**src/rtl/color_scrambler_pipe_pkg.sv**
```systemverilog
// Shared constants, types and helpers for the colour scrambler pipeline.
// Optional inversion is enabled with COLOR_SCRAMBLER_INVERT_EN.
package color_pkg;

  localparam int CH_W_DEF   = 4;
  localparam int NUM_CH_DEF = 3;
  localparam int SEL_W_DEF  = $clog2(NUM_CH_DEF + 1);

  localparam int CH_R = 0;
  localparam int CH_G = 1;
  localparam int CH_B = 2;

  typedef logic [CH_W_DEF-1:0]  chan_t;
  typedef logic [SEL_W_DEF-1:0] sel_t;
  typedef logic [NUM_CH_DEF*SEL_W_DEF-1:0] route_t;

  // Output i takes input (i + rot) mod NUM_CH.
  function automatic route_t rot_sel(input sel_t rot);
    route_t r;
    int     k;
    r = '0;
    for (int i = 0; i < NUM_CH_DEF; i++) begin
      k = i + int'(rot);
      if (k >= NUM_CH_DEF) k = k - NUM_CH_DEF;
      r[i*SEL_W_DEF +: SEL_W_DEF] = sel_t'(k);
    end
    return r;
  endfunction

endpackage

```
**src/rtl/color_scrambler_pipe_if.sv**
```systemverilog
// Pixel/routing bundle between the video source and the scrambler.
// inv_i exists only when COLOR_SCRAMBLER_INVERT_EN is defined.
interface color_scrambler_pipe_if #(
  parameter int CH_W   = color_pkg::CH_W_DEF,
  parameter int NUM_CH = color_pkg::NUM_CH_DEF,
  parameter int SEL_W  = $clog2(NUM_CH + 1)
) ();

  logic [NUM_CH*SEL_W-1:0] sel_i;
  logic                    mode_auto_i;
`ifdef COLOR_SCRAMBLER_INVERT_EN
  logic [NUM_CH-1:0]       inv_i;
`endif
  logic                    frame_start_i;
  logic                    valid_i;
  logic [NUM_CH*CH_W-1:0]  pix_i;

  logic                    valid_o;
  logic                    frame_start_o;
  logic [NUM_CH*CH_W-1:0]  pix_o;
  logic [NUM_CH*SEL_W-1:0] active_sel_o;

  modport master (
`ifdef COLOR_SCRAMBLER_INVERT_EN
    output inv_i,
`endif
    output sel_i,
    output mode_auto_i,
    output frame_start_i,
    output valid_i,
    output pix_i,
    input  valid_o,
    input  frame_start_o,
    input  pix_o,
    input  active_sel_o
  );

  modport slave (
`ifdef COLOR_SCRAMBLER_INVERT_EN
    input  inv_i,
`endif
    input  sel_i,
    input  mode_auto_i,
    input  frame_start_i,
    input  valid_i,
    input  pix_i,
    output valid_o,
    output frame_start_o,
    output pix_o,
    output active_sel_o
  );

endinterface

```
**src/rtl/color_scrambler_pipe_sync_2ff.sv**
```systemverilog
// Two-flop synchroniser for slow switch inputs, cleared by rst_n.
module sync_2ff #(
  parameter int W = 1
) (
  input  logic         clk,
  input  logic         rst_n,
  input  logic [W-1:0] d,
  output logic [W-1:0] q
);

  logic [W-1:0] meta_q;

  always_ff @(posedge clk or negedge rst_n) begin
    if (!rst_n) begin
      meta_q <= '0;
      q      <= '0;
    end else begin
      meta_q <= d;
      q      <= meta_q;
    end
  end

endmodule

```
**src/rtl/color_scrambler_pipe.sv**
```systemverilog
// Two-stage per-channel colour router with frame-aligned routing updates.
// Define COLOR_SCRAMBLER_INVERT_EN to add per-channel output inversion.
module color_scrambler_pipe
  import color_pkg::*;
#(
  parameter int CH_W            = CH_W_DEF,
  parameter int NUM_CH          = NUM_CH_DEF,
  parameter int SEL_W           = $clog2(NUM_CH + 1),
  parameter int FRAMES_PER_STEP = 60
) (
  input logic                   clk,
  input logic                   rst_n,
  color_scrambler_pipe_if.slave bus
);

  localparam int PW    = NUM_CH * CH_W;
  localparam int SW    = NUM_CH * SEL_W;
  localparam int CNT_W =
    (FRAMES_PER_STEP > 1) ? $clog2(FRAMES_PER_STEP) : 1;

  localparam logic [CNT_W-1:0] CNT_LAST =
    CNT_W'(FRAMES_PER_STEP - 1);
  localparam logic [SEL_W-1:0] ROT_LAST =
    SEL_W'(NUM_CH - 1);

  function automatic logic [SW-1:0] perm(
    input logic [SEL_W-1:0] r
  );
    logic [SW-1:0] p;
    int            k;
    p = '0;
    for (int i = 0; i < NUM_CH; i++) begin
      k = i + int'(r);
      if (k >= NUM_CH) k = k - NUM_CH;
      p[i*SEL_W +: SEL_W] = SEL_W'(k);
    end
    return p;
  endfunction

  localparam logic [SW-1:0] IDENT = perm(SEL_W'(0));

  logic [SW-1:0]    sel_s;
  logic             mode_s;

  logic [PW-1:0]    s1_pix;
  logic             s1_valid;
  logic             s1_fs;

  logic [PW-1:0]    pix_q;
  logic             valid_q;
  logic             fs_q;
  logic [PW-1:0]    mux_pix;

  logic             mode_q;
  logic [SW-1:0]    act_q;
  logic [SW-1:0]    act_nx;
  logic [CNT_W-1:0] cnt_q;
  logic [CNT_W-1:0] cnt_b;
  logic [CNT_W-1:0] cnt_nx;
  logic [SEL_W-1:0] rot_q;
  logic [SEL_W-1:0] rot_b;
  logic [SEL_W-1:0] rot_nx;

  sync_2ff #(.W(SW)) u_sync_sel (
    .clk   (clk),
    .rst_n (rst_n),
    .d     (bus.sel_i),
    .q     (sel_s)
  );

  sync_2ff #(.W(1)) u_sync_mode (
    .clk   (clk),
    .rst_n (rst_n),
    .d     (bus.mode_auto_i),
    .q     (mode_s)
  );

`ifdef COLOR_SCRAMBLER_INVERT_EN
  logic [NUM_CH-1:0] inv_s;
  logic [NUM_CH-1:0] inv_q;

  sync_2ff #(.W(NUM_CH)) u_sync_inv (
    .clk   (clk),
    .rst_n (rst_n),
    .d     (bus.inv_i),
    .q     (inv_s)
  );
`endif

  // Counter/rot only carry over between consecutive auto frames.
  always_comb begin
    cnt_b  = mode_q ? cnt_q : '0;
    rot_b  = mode_q ? rot_q : '0;
    cnt_nx = '0;
    rot_nx = '0;
    act_nx = sel_s;
    if (mode_s) begin
      if (cnt_b == CNT_LAST) begin
        cnt_nx = '0;
        rot_nx = (rot_b == ROT_LAST) ?
                 '0 : rot_b + SEL_W'(1);
      end else begin
        cnt_nx = cnt_b + CNT_W'(1);
        rot_nx = rot_b;
      end
      act_nx = perm(rot_nx);
    end
  end

  always_comb begin
    logic [SEL_W-1:0] code;
    logic [CH_W-1:0]  ch;
    mux_pix = '0;
    for (int i = 0; i < NUM_CH; i++) begin
      code = act_q[i*SEL_W +: SEL_W];
      ch   = '0;
      for (int k = 0; k < NUM_CH; k++) begin
        if (code == SEL_W'(k)) ch = s1_pix[k*CH_W +: CH_W];
      end
`ifdef COLOR_SCRAMBLER_INVERT_EN
      if (inv_q[i]) ch = ~ch;
`endif
      mux_pix[i*CH_W +: CH_W] = ch;
    end
  end

  always_ff @(posedge clk or negedge rst_n) begin
    if (!rst_n) begin
      s1_pix   <= '0;
      s1_valid <= 1'b0;
      s1_fs    <= 1'b0;
      pix_q    <= '0;
      valid_q  <= 1'b0;
      fs_q     <= 1'b0;
      mode_q   <= 1'b0;
      act_q    <= IDENT;
      cnt_q    <= '0;
      rot_q    <= '0;
`ifdef COLOR_SCRAMBLER_INVERT_EN
      inv_q    <= '0;
`endif
    end else begin
      s1_pix   <= bus.pix_i;
      s1_valid <= bus.valid_i;
      s1_fs    <= bus.frame_start_i;
      valid_q  <= s1_valid;
      fs_q     <= s1_fs;
      pix_q    <= s1_valid ? mux_pix : '0;
      if (bus.frame_start_i) begin
        mode_q <= mode_s;
        act_q  <= act_nx;
        cnt_q  <= cnt_nx;
        rot_q  <= rot_nx;
`ifdef COLOR_SCRAMBLER_INVERT_EN
        inv_q  <= inv_s;
`endif
      end
    end
  end

  assign bus.valid_o       = valid_q;
  assign bus.frame_start_o = fs_q;
  assign bus.pix_o         = pix_q;
  assign bus.active_sel_o  = act_q;

endmodule

```
**src/flat_wrapper.sv**
```systemverilog
// flat-port wrapper written by rule: the top's interface ports become plain ports
module color_scrambler_pipe_flat import color_pkg::*;
#(
  parameter int CH_W            = CH_W_DEF,
  parameter int NUM_CH          = NUM_CH_DEF,
  parameter int SEL_W           = $clog2(NUM_CH + 1),
  parameter int FRAMES_PER_STEP = 60
)
  (clk, rst_n, bus_sel_i, bus_mode_auto_i, bus_frame_start_i, bus_valid_i, bus_pix_i, bus_valid_o, bus_frame_start_o, bus_pix_o, bus_active_sel_o);
  color_scrambler_pipe_if #(.CH_W(CH_W), .NUM_CH(NUM_CH), .SEL_W(SEL_W)) bus_i ();
  input logic clk;
  input logic rst_n;
  input wire logic [$bits(bus_i.sel_i)-1:0] bus_sel_i;
  input wire logic [$bits(bus_i.mode_auto_i)-1:0] bus_mode_auto_i;
  input wire logic [$bits(bus_i.frame_start_i)-1:0] bus_frame_start_i;
  input wire logic [$bits(bus_i.valid_i)-1:0] bus_valid_i;
  input wire logic [$bits(bus_i.pix_i)-1:0] bus_pix_i;
  output wire logic [$bits(bus_i.valid_o)-1:0] bus_valid_o;
  output wire logic [$bits(bus_i.frame_start_o)-1:0] bus_frame_start_o;
  output wire logic [$bits(bus_i.pix_o)-1:0] bus_pix_o;
  output wire logic [$bits(bus_i.active_sel_o)-1:0] bus_active_sel_o;
  assign bus_i.sel_i = bus_sel_i;
  assign bus_i.mode_auto_i = bus_mode_auto_i;
  assign bus_i.frame_start_i = bus_frame_start_i;
  assign bus_i.valid_i = bus_valid_i;
  assign bus_i.pix_i = bus_pix_i;
  assign bus_valid_o = bus_i.valid_o;
  assign bus_frame_start_o = bus_i.frame_start_o;
  assign bus_pix_o = bus_i.pix_o;
  assign bus_active_sel_o = bus_i.active_sel_o;
  color_scrambler_pipe #(.CH_W(CH_W), .NUM_CH(NUM_CH), .SEL_W(SEL_W), .FRAMES_PER_STEP(FRAMES_PER_STEP)) u_core (.clk(clk), .rst_n(rst_n), .bus(bus_i));
endmodule
```
**config.mk**
```make
export PLATFORM = sky130hd
export DESIGN_NAME = color_scrambler_pipe_flat
export DESIGN_NICKNAME = d
export VERILOG_FILES = /design/src/rtl/color_scrambler_pipe_pkg.sv /design/src/rtl/color_scrambler_pipe_if.sv /design/src/rtl/color_scrambler_pipe_sync_2ff.sv /design/src/rtl/color_scrambler_pipe.sv /design/src/flat_wrapper.sv
export SDC_FILE = /design/constraint.sdc
export NUM_CORES = 1
export LEC_CHECK = 0
export BUFFER_PORTS_ARGS = -buffer_cell sky130_fd_sc_hd__buf_4
export CORE_UTILIZATION = 40
export CTS_BUF_LIST = sky130_fd_sc_hd__clkbuf_2
export CTS_CLUSTER_SIZE = 10
export DETAILED_ROUTE_END_ITERATION = 8
export SYNTH_ARGS = -nofsm -noshare
export SYNTH_HDL_FRONTEND = slang
export SYNTH_HIERARCHICAL = 1
export SYNTH_SLANG_ARGS = --single-unit
```
**constraint.sdc**
```tcl
create_clock -name clk -period 1.9 [get_ports clk]
set_input_delay 0 -clock clk [delete_from_list [all_inputs] [get_ports clk]]
set_output_delay 0 -clock clk [all_outputs]
set_load 0.005 [all_outputs]
```
Yosys cells after proc, flatten, opt, wreduce, memory -nomap -nowiden
Index checks and enable logic that the tools add are counted.
- $add $sub $neg: 7
- multiply operators: 0
- divide/modulo/power cells: 0
- magnitude comparators: 3
- eq/ne operators: 8
- shift-type cells: 0
- muxes and demuxes: 22
- bitwise operators: 0
- reductions and logical operators: 3
- operators with widths (operator ; count):
    2-to-1 mux 4 bit ; 9
    2-to-1 mux 6 bit ; 4
    2-to-1 mux 2 bit ; 8
    2-to-1 mux 12 bit ; 1
    == test 2 bit (second input constant) ; 4
    adder 6 x 1 -> 6 bit (second input constant) ; 1
    == test 2 x 1 -> 1 bit (second input constant) ; 3
    == test 6 bit (second input constant) ; 1
    >= comparator 3 x 2 -> 1 bit (second input constant) ; 2
    logical NOT 2 bit ; 3
    subtractor 2 x 1 -> 2 bit (second input constant) ; 2
    adder 1 x 2 -> 3 bit (first input constant) ; 1
    adder 2 x 2 -> 3 bit (first input constant) ; 1
    adder 2 x 1 -> 2 bit (second input constant) ; 1
    >= comparator 2 bit (second input constant) ; 1
    subtractor 2 bit (second input constant) ; 1
- register bits: 57
- bits in latches: 0
- memory bits (writable): 0
- ROM bits: 0
- output and inout port bits: 20
- word-level logic and storage cells: 57
- memories: 0

Depth between registers and ports, before layout
Gate-level depths: netlist (run 1).
- word-level depth: 9
- mapped depth: 8
- depth with buffers taken out: 7

Hierarchy
The synthesis (run 1) kept the hierarchy.
- modules (own cells, without submodules) (module ; instances ; cells an instance ; area each (µm²) ; sequential area each (µm²)):
    color_scrambler_pipe ; 1 ; 181 ; 1921.8 ; 1078.5
    sync_2ff (u_core.u_sync_sel) ; 1 ; 12 ; 300.3 ; 300.3
    sync_2ff (u_core.u_sync_mode) ; 1 ; 2 ; 50.0 ; 50.0

Worst setup path after synthesis (run 1)
OpenSTA, ideal clock, no wires.
- kind: flip-flop to flip-flop
- start: reg u_core.mode_q
- end: reg u_core.act_q[2] (netlist: u_core/bus.active_sel_o[2])
- arrival: 1.656 ns
- slack: 0.183 ns
- stages on the path, launching flop included: 9
- buffers on the path: 1
- clock period less this slack: 1.717 ns
- path through: dfrtp_1 buf_2 inv_1 nor2_1 ha_1 nand4_4 o2111ai_2 or3b_1 nand2_1
- cells in the longest elaborated chain, start to end: 9
- elaborated cells between the ends (all ways): 13
- classes of those cells: add/sub: 3; order compare: 1; eq/ne: 2; mux: 7
- ends and longest elaborated chain (what ; RTL line ; RTL):
    start, declared ; color_scrambler_pipe.sv:54 ; logic mode_q;
    start signal, assigned ; color_scrambler_pipe.sv:150 ; mode_q <= mode_s;
    2-to-1 mux 2 bit ; color_scrambler_pipe.sv:93 ; rot_b = mode_q ? rot_q : '0;
    adder 2 x 1 -> 2 bit / == test 2 bit (equally long branches) ; color_scrambler_pipe.sv:101, color_scrambler_pipe.sv:100 ;
    2-to-1 mux 2 bit ; color_scrambler_pipe.sv:100 ; rot_nx = (rot_b == ROT_LAST) ?
    2-to-1 mux 2 bit (*) ; color_scrambler_pipe.sv:98 ; if (cnt_b == CNT_LAST) begin
    2-to-1 mux 2 bit (*) ; color_scrambler_pipe.sv:97 ; if (mode_s) begin
    adder 1 x 2 -> 3 bit (*) ; color_scrambler_pipe.sv:33 ; k = i + int'(r);
    >= comparator 3 x 2 -> 1 bit / subtractor 2 x 1 -> 2 bit (equally long branches) ; color_scrambler_pipe.sv:34 ; if (k >= NUM_CH) k = k - NUM_CH;
    2-to-1 mux 2 bit (*) ; color_scrambler_pipe.sv:34 ;
    2-to-1 mux 6 bit (*) ; color_scrambler_pipe.sv:97 ;
    end signal, assigned ; color_scrambler_pipe.sv:151 ; act_q <= act_nx;
    end, declared ; color_scrambler_pipe.sv:55 ; logic [SW-1:0] act_q;
Every way passes the cells marked *; elsewhere a longest branch is shown, timed or not. The select of a mux whose other input is x is not followed.
A chain may end at the register's enable or synchronous reset.

Final worst setup path (run 1)
Same ends and word-level chain as after synthesis.

==> flow_metrics.py, run 1 <==
metrics = {
    "grt": {
        "track_usage": 0.160,
        "grt_pass1_vias": 1569,
        "antenna_found_initial": 0,
        "grt.overflow.total": 0,
        "grt_pass1_wl_mm": 7.18,
        "grt_max_degree": 58,
    },
    "detailed_routing": {
        "dr.pass1.iters": 4,
        "drtIter0Drc": 55,
        "dr_total_vias": 1626,
        "vias_per_cell": 4.87,
        "drcViolationCount": 0,
        "ant_nets": 0,
        "wl_mm": 4.12,
        "post_drt_wl_per_cell_um": 12.3,
    },
    "power_and_ir_drop": {
        "power_frac_comb": 0.117,
        "power_switching_share": 0.249,
        "pwr-share-seq": 0.585,
        "power.leakage_nw": 1.40,
        "power.density_nw_per_um2": 786,
        "clkPwrFrac": 0.299,
        "p_switching_uw": 579,
        "power_mw": 2.32,
        "ir_worst_vdd_uv": 397,
        "p_int_mw": 1.74,
    },
    "cts": {
        "numClockSinks": 57,
        "cts_tree": "done",
        "clock_latency_ps": 470,
        "clk_pin_slew_worst_paths_ps": 160,
        "cts_root_buf": "clkbuf_2",
        "cts_buffers": 9,
        "clockBufferDepth": 2,
        "post_cts_buffers": 0,
        "htreeDepth": 3,
    },
    "worst_setup_path": {
        "crit_required_ps": 2310,
        "max_stage_delay_ps": 390,
        "r2r_end": "u_core/bus.active_sel_o[2]$_DFFE_PN1P_",
        "cp-start-kind": "flop",
        "cp_slowest_cell": "or3b_1",
        "r2r-start": "u_core/mode_q$_DFFE_PN0P_",
        "r2r_slack_ps": 210,
        "cp_top_family": "simple AND/OR/NAND/NOR gates",
        "end_kind": "flop",
        "ff2ff_path_depth": 7,
        "critPathKind": "flop to flop",
        "worst-path-buf-inv": 1,
        "critPathCapture": "u_core/bus.active_sel_o[2]$_DFFE_PN1P_",
        "startpoint": "u_core/mode_q$_DFFE_PN0P_",
        "path_cells": "inv_1 > nor2_1 > ha_2 > nand4_4 > o2111ai_2 > or3b_1 > nand2_1",
        "cp.depth": 7,
        "arrival_ps": 2100,
        "cp_max_fo": 8,
    },
    "sta": {
        "hold_viol_final": 0,
        "setup_viol": 0,
        "period_needed_ps": 1690,
        "clock.fmax_mhz": 592,
        "fin_crit_sh": 0.889,
        "slew_headroom": 0.553,
        "finalSetupTns_ps": 0,
        "slew_viol_final": 0,
        "rsz0062_at_grt": "no",
        "skew_ps": 23.4,
        "worst_pin_slew_ps": 671,
    },
    "yosys": {
        "async_reset_ff_frac": 1.00,
        "ys_seq_area_frac": 0.629,
        "synthCells": 195,
        "ys_types": 35,
        "ys_warn_count": 6,
        "synth_edf_count": 0,
        "synthFlopType": "dfrtp_1",
        "postSynthAreaPerCell_um2": 11.7,
        "ys_ff_latch": 57,
        "syn-num-nets": 219,
        "netlist_area_um2": 2270,
    },
    "die": {
        "die_h_um": 77.4,
        "start_util": 0.413,
        "die_area_um2": 5990,
        "ioPinCount": 43,
        "die_w_um": 77.4,
        "num_rows": 27,
        "coreArea_um2": 5510,
    },
    "finish": {
        "layoutNonFillerInstCount": 334,
        "num-nets-final": 282,
        "fillers": 516,
        "areaGrowthSynthToFinish_pct": 30.1,
        "final_cell_mix": "55 x dfrtp_1, 43 x buf_4, 29 x o21ai_0",
        "num_antenna_cells": 0,
        "layout_commonest_cell": "dfrtp_1",
        "layout-drive-gt1-share": 0.244,
    },
    "placement": {
        "gp_congestion": 0.808,
        "port_buffers": 42,
        "dp_cells": 297,
        "hpwl_mm": 2.60,
    },
    "run": {
        "drv_cap": 0,
    },
    "worst_hold_path": {
        "hold_path_class": "input port to asynchronous set/reset pin",
    },
    "status": {
        "status": "completed",
    },
}
worst reg2reg max path, cell delays in order (launching register included):
cell and delay (ps):
dfrtp_1 380, inv_1 80, nor2_1 120, ha_2 230
nand4_4 170, o2111ai_2 190, or3b_1 390, nand2_1 80
Yosys cell counts (2+ instances only):
cell type | count | area (µm²)
inv_1 | 14 | 52.6
a21o_1 | 2 | 15.0
nand3b_1 | 11 | 82.6
a21oi_1 | 2 | 10.0
nor3_1 | 3 | 15.0
and2_1 | 12 | 75.1
mux2i_1 | 13 | 130
buf_2 | 4 | 20.0
nand2_1 | 8 | 30.0
dfstp_2 | 2 | 52.6
nor4_1 | 2 | 12.5
nor2_1 | 4 | 15.0
clkbuf_1 | 9 | 33.8
o22ai_1 | 4 | 25.0
o21ai_0 | 29 | 145
nand3_1 | 3 | 15.0
dfrtp_1 | 55 | 1380
worst min path at each step:
stage | cells after the start | end
finish | 2 | u_core/mode_q$_DFFE_PN0P_
floorplan | 0 | u_core/bus.active_sel_o[0]$_DFFE_PN0P_
detailed placement | 1 | u_core/bus.frame_start_o$_DFF_PN0_
CTS | 2 | u_core/cnt_q[3]$_DFFE_PN0P_
global route | 2 | u_core/s1_pix[7]$_DFF_PN0_
global placement | 1 | u_core/bus.frame_start_o$_DFF_PN0_
state kept, by name, indices dropped and copies added, names as in the netlist:
register / cells
u_core/u_sync_sel/meta_q: 6
u_core/rot_q: 2
u_core/cnt_q: 6
u_core/mode_q: 1
u_core/s1_fs: 1
u_core/bus.valid_o: 1
u_core/bus.active_sel_o: 6
u_core/bus.pix_o: 12
u_core/u_sync_mode/meta_q: 1
u_core/u_sync_sel/q: 6
u_core/bus.frame_start_o: 1
u_core/s1_valid: 1
u_core/u_sync_mode/q: 1
u_core/s1_pix: 12
through the flow:
stage | utilization | hold slack (ps) | instance area, µm² | worst slack, ps
after floorplan | - | -296 | 2270 | 183
after detailed placement | 0.478 | 97.0 | 2630 | 206
after global placement | 0.478 | 92.4 | 2630 | 264
final | 0.537 | 97.4 | 2960 | 211
after global routing | 0.537 | 125 | 2960 | 52.9
after CTS | 0.536 | 91.4 | 2950 | 181
power by group through the flow:
stage / clock (mW) / combinational, mW / sequential, mW
2_1_floorplan: 0 / 0.137 / 1.34
3_3_place_gp: 0 / 0.235 / 1.38
3_5_place_dp: 0 / 0.237 / 1.38
4_1_cts: 0.730 / 0.274 / 1.36
5_1_grt: 0.775 / 0.303 / 1.37
6_report: 0.694 / 0.271 / 1.36
repair_timing:
item | 4_1_cts | 5_1_grt
hold buffers | 22 | 0
gates resized for setup | 0 | 2
hold endpoints to repair | 93 | 0
endpoints found under the setup margin | 0 | 1
cell families (layout without fill, tap and decap cells):
family	count (synthesis)	after routing	share of synthesized area
DFF	57	57	0.629
and+or+nand+nor	50	50	0.137
AOI/OAI and AO/OA	46	46	0.121
buffers and inverters	27	94	0.0468
muxes	13	13	0.0573
adders and majority gates	1	1	0.00551
xor gates and xnor gates	1	1	0.00386
routing by layer:
layer	part of all wire	track usage	vias to the layer above
met3	0.061	0.0706	8
met2	0.47	0.250	44
met1	0.46	0.195	778
met4	0.014	0.0566	0
met5	0	0	-
li1	-	-	796
cell type report:
type / instances / area (µm²) / area share
multi-input combinational: 111 / 743 / 0.251
sequential: 57 / 1430 / 0.483
tap: 72 / 90.1 / 0.0305
timing repair buffer: 65 / 543 / 0.184
clock inverter: 5 / 47.5 / 0.0161
inverter: 14 / 52.6 / 0.0178
clock buffer: 10 / 50.0 / 0.0169
Note: power is estimated with default switching activity, not from simulation.
==> run 2: changes to the inputs <==
Settings changed: CAP_MARGIN set to 20, REMOVE_ABC_BUFFERS set to 1.
==> run 2 against run 1 <==
Net effect: critical path depth unchanged; sequential power about the same; non-clock buffer count increased by 1; final cell count increased by 0.60%; via count decreased by 1.7%; worst setup slack got worse by 19 ps; maximum frequency decreased by 1.1%; global-route usage increased by 0.93 points; first-iteration DRC count decreased by 13%; wire length increased by 6.3%; utilization increased by 1.1 points; largest power group unchanged.
==> flow_metrics.py, run 2 (synthesis gave the netlist of run 1 again) <==
metrics = {
    "sta": {
        "finalSetupTns_ps": 0,
        "skew_ps": 17.8,
        "clock.fmax_mhz": 585,
        "worst_pin_slew_ps": 687,
        "hold_viol_final": 0,
        "period_needed_ps": 1710,
        "slew_viol_final": 0,
        "setup_viol": 0,
        "slew_headroom": 0.542,
        "fin_crit_sh": 0.899,
        "rsz0062_at_grt": "no",
    },
    "die": {
        "coreArea_um2": 5510,
        "die_area_um2": 5990,
        "ioPinCount": 43,
        "die_h_um": 77.4,
        "start_util": 0.413,
        "die_w_um": 77.4,
        "num_rows": 27,
    },
    "power_and_ir_drop": {
        "p_int_mw": 2.01,
        "clkPwrFrac": 0.377,
        "power.density_nw_per_um2": 869,
        "ir_worst_vdd_uv": 477,
        "power_frac_comb": 0.106,
        "pwr-share-seq": 0.517,
        "power_switching_share": 0.232,
        "p_switching_uw": 609,
        "power.leakage_nw": 1.43,
    },
    "detailed_routing": {
        "routed-wl-met2_mm": 2.04,
        "dr.pass1.iters": 4,
        "wl_mm": 4.38,
        "post_drt_wl_per_cell_um": 13.0,
        "ant_nets": 0,
        "highest_layer": "met4",
        "route.met3.wl_um": 228,
        "drcViolationCount": 0,
        "dr_total_vias": 1599,
        "drtIter0Drc": 48,
        "wl_met1_mm": 2.07,
        "vias_per_cell": 4.76,
    },
    "worst_setup_path": {
        "arrival_ps": 2130,
        "r2r_slack_ps": 190,
        "r2r-start": "u_core/mode_q$_DFFE_PN0P_",
        "cp-start-kind": "flop",
        "r2r_end": "u_core/bus.active_sel_o[2]$_DFFE_PN1P_",
        "crit_required_ps": 2320,
        "ff2ff_path_depth": 7,
        "critPathKind": "flop to flop",
        "cp_max_fo": 8,
        "end_kind": "flop",
    },
    "placement": {
        "gp_congestion": 0.783,
        "port_buffers": 42,
        "dp_cells": 298,
        "hpwl_mm": 2.76,
    },
    "finish": {
        "fin_util": 0.548,
        "layout-drive-gt1-share": 0.250,
        "layout_commonest_cell": "dfrtp_1",
        "num-nets-final": 283,
        "final_cell_mix": "55 x dfrtp_1, 44 x buf_4, 29 x o21ai_0",
        "num_antenna_cells": 0,
        "layoutNonFillerInstCount": 336,
        "areaGrowthSynthToFinish_pct": 32.7,
    },
    "grt": {
        "track_usage": 0.169,
        "grt.overflow.total": 0,
        "antenna_found_initial": 0,
        "grt_pass1_vias": 1569,
        "grt_pass1_wl_mm": 7.51,
        "grt_max_degree": 58,
    },
    "cts": {
        "cts_buffers": 9,
        "htreeDepth": 3,
        "post_cts_buffers": 0,
        "clockBufferDepth": 2,
        "numClockSinks": 57,
        "cts_root_buf": "clkbuf_2",
        "clk_pin_slew_worst_paths_ps": 150,
        "clock_latency_ps": 470,
        "cts_tree": "done",
    },
    "run": {
        "drv_cap": 0,
    },
    "worst_hold_path": {
        "hold_path_class": "input port to asynchronous set/reset pin",
    },
    "status": {
        "status": "completed",
    },
}
## run 2: worst max path at each step
| stage | endpoint | slack (ps) | start | depth (start not counted) |
|---|---|---|---|---|
| floorplan | u_core/bus.active_sel_o[2]$_DFFE_PN1P_ | 170 | u_core/mode_q$_DFFE_PN0P_ | 7 |
| global placement | u_core/bus.active_sel_o[5]$_DFFE_PN1P_ | 250 | u_core/mode_q$_DFFE_PN0P_ | 7 |
| detailed placement | u_core/bus.active_sel_o[2]$_DFFE_PN1P_ | 200 | u_core/mode_q$_DFFE_PN0P_ | 7 |
| CTS | u_core/bus.active_sel_o[2]$_DFFE_PN1P_ | 170 | u_core/mode_q$_DFFE_PN0P_ | 7 |
| global route | u_core/bus.active_sel_o[2]$_DFFE_PN1P_ | 7 | u_core/mode_q$_DFFE_PN0P_ | 7 |
| finish | u_core/bus.active_sel_o[2]$_DFFE_PN1P_ | 190 | u_core/mode_q$_DFFE_PN0P_ | 7 |
## run 2: final cells by class
cell class | count | area, µm²
timing repair buffer | 66 | 551
multi-input combinational | 111 | 739
sequential | 57 | 1430
inverter | 14 | 52.6
tap | 72 | 90.1
clock inverter | 7 | 109
fill | 491 | 2490
clock buffer | 9 | 45.0
## run 2: power by group through the flow
stage | clock network (mW) | registers (mW) | logic [mW]
finish | 0.989 | 1.35 | 0.278
global route | 1.10 | 1.37 | 0.311
CTS | 1.03 | 1.36 | 0.281
detailed placement | 0 | 1.38 | 0.244
global placement | 0 | 1.38 | 0.244
floorplan | 0 | 1.37 | 0.0939
## run 2: stage by stage
stage | setup slack (ps) | hold slack, ps | total power, mW | instance area, µm²
final | 192 | 92.9 | 2.62 | 3020
after global routing | 7.02 | 71.5 | 2.78 | 3020
after CTS | 167 | 75.1 | 2.67 | 3010
after detailed placement | 204 | 91.7 | 1.62 | 2640
after global placement | 255 | 93.1 | 1.62 | 2640
after floorplan | 168 | -296 | 1.46 | 2220
## run 2: routing by layer
metal	vias up	global-route usage
met5	-	0
met1	755	0.212
met2	39	0.251
met4	0	0.0679
met3	5	0.0788
li1	800	-
## run 2: critical path, cell delays in order, from the launching register on
cell and delay [ps]:
dfrtp_1 380, inv_1 90, nor2_1 130, ha_2 240
nand4_4 170, o2111ai_2 190, or3b_1 390, nand2_1 70
## run 2: timing repair
| action | CTS | global route |
|---|---|---|
| hold buffers | 22 | 0 |
| setup endpoints to repair | 0 | 3 |
| gates resized for setup | 0 | 1 |
| hold endpoints to repair | 93 | 0 |
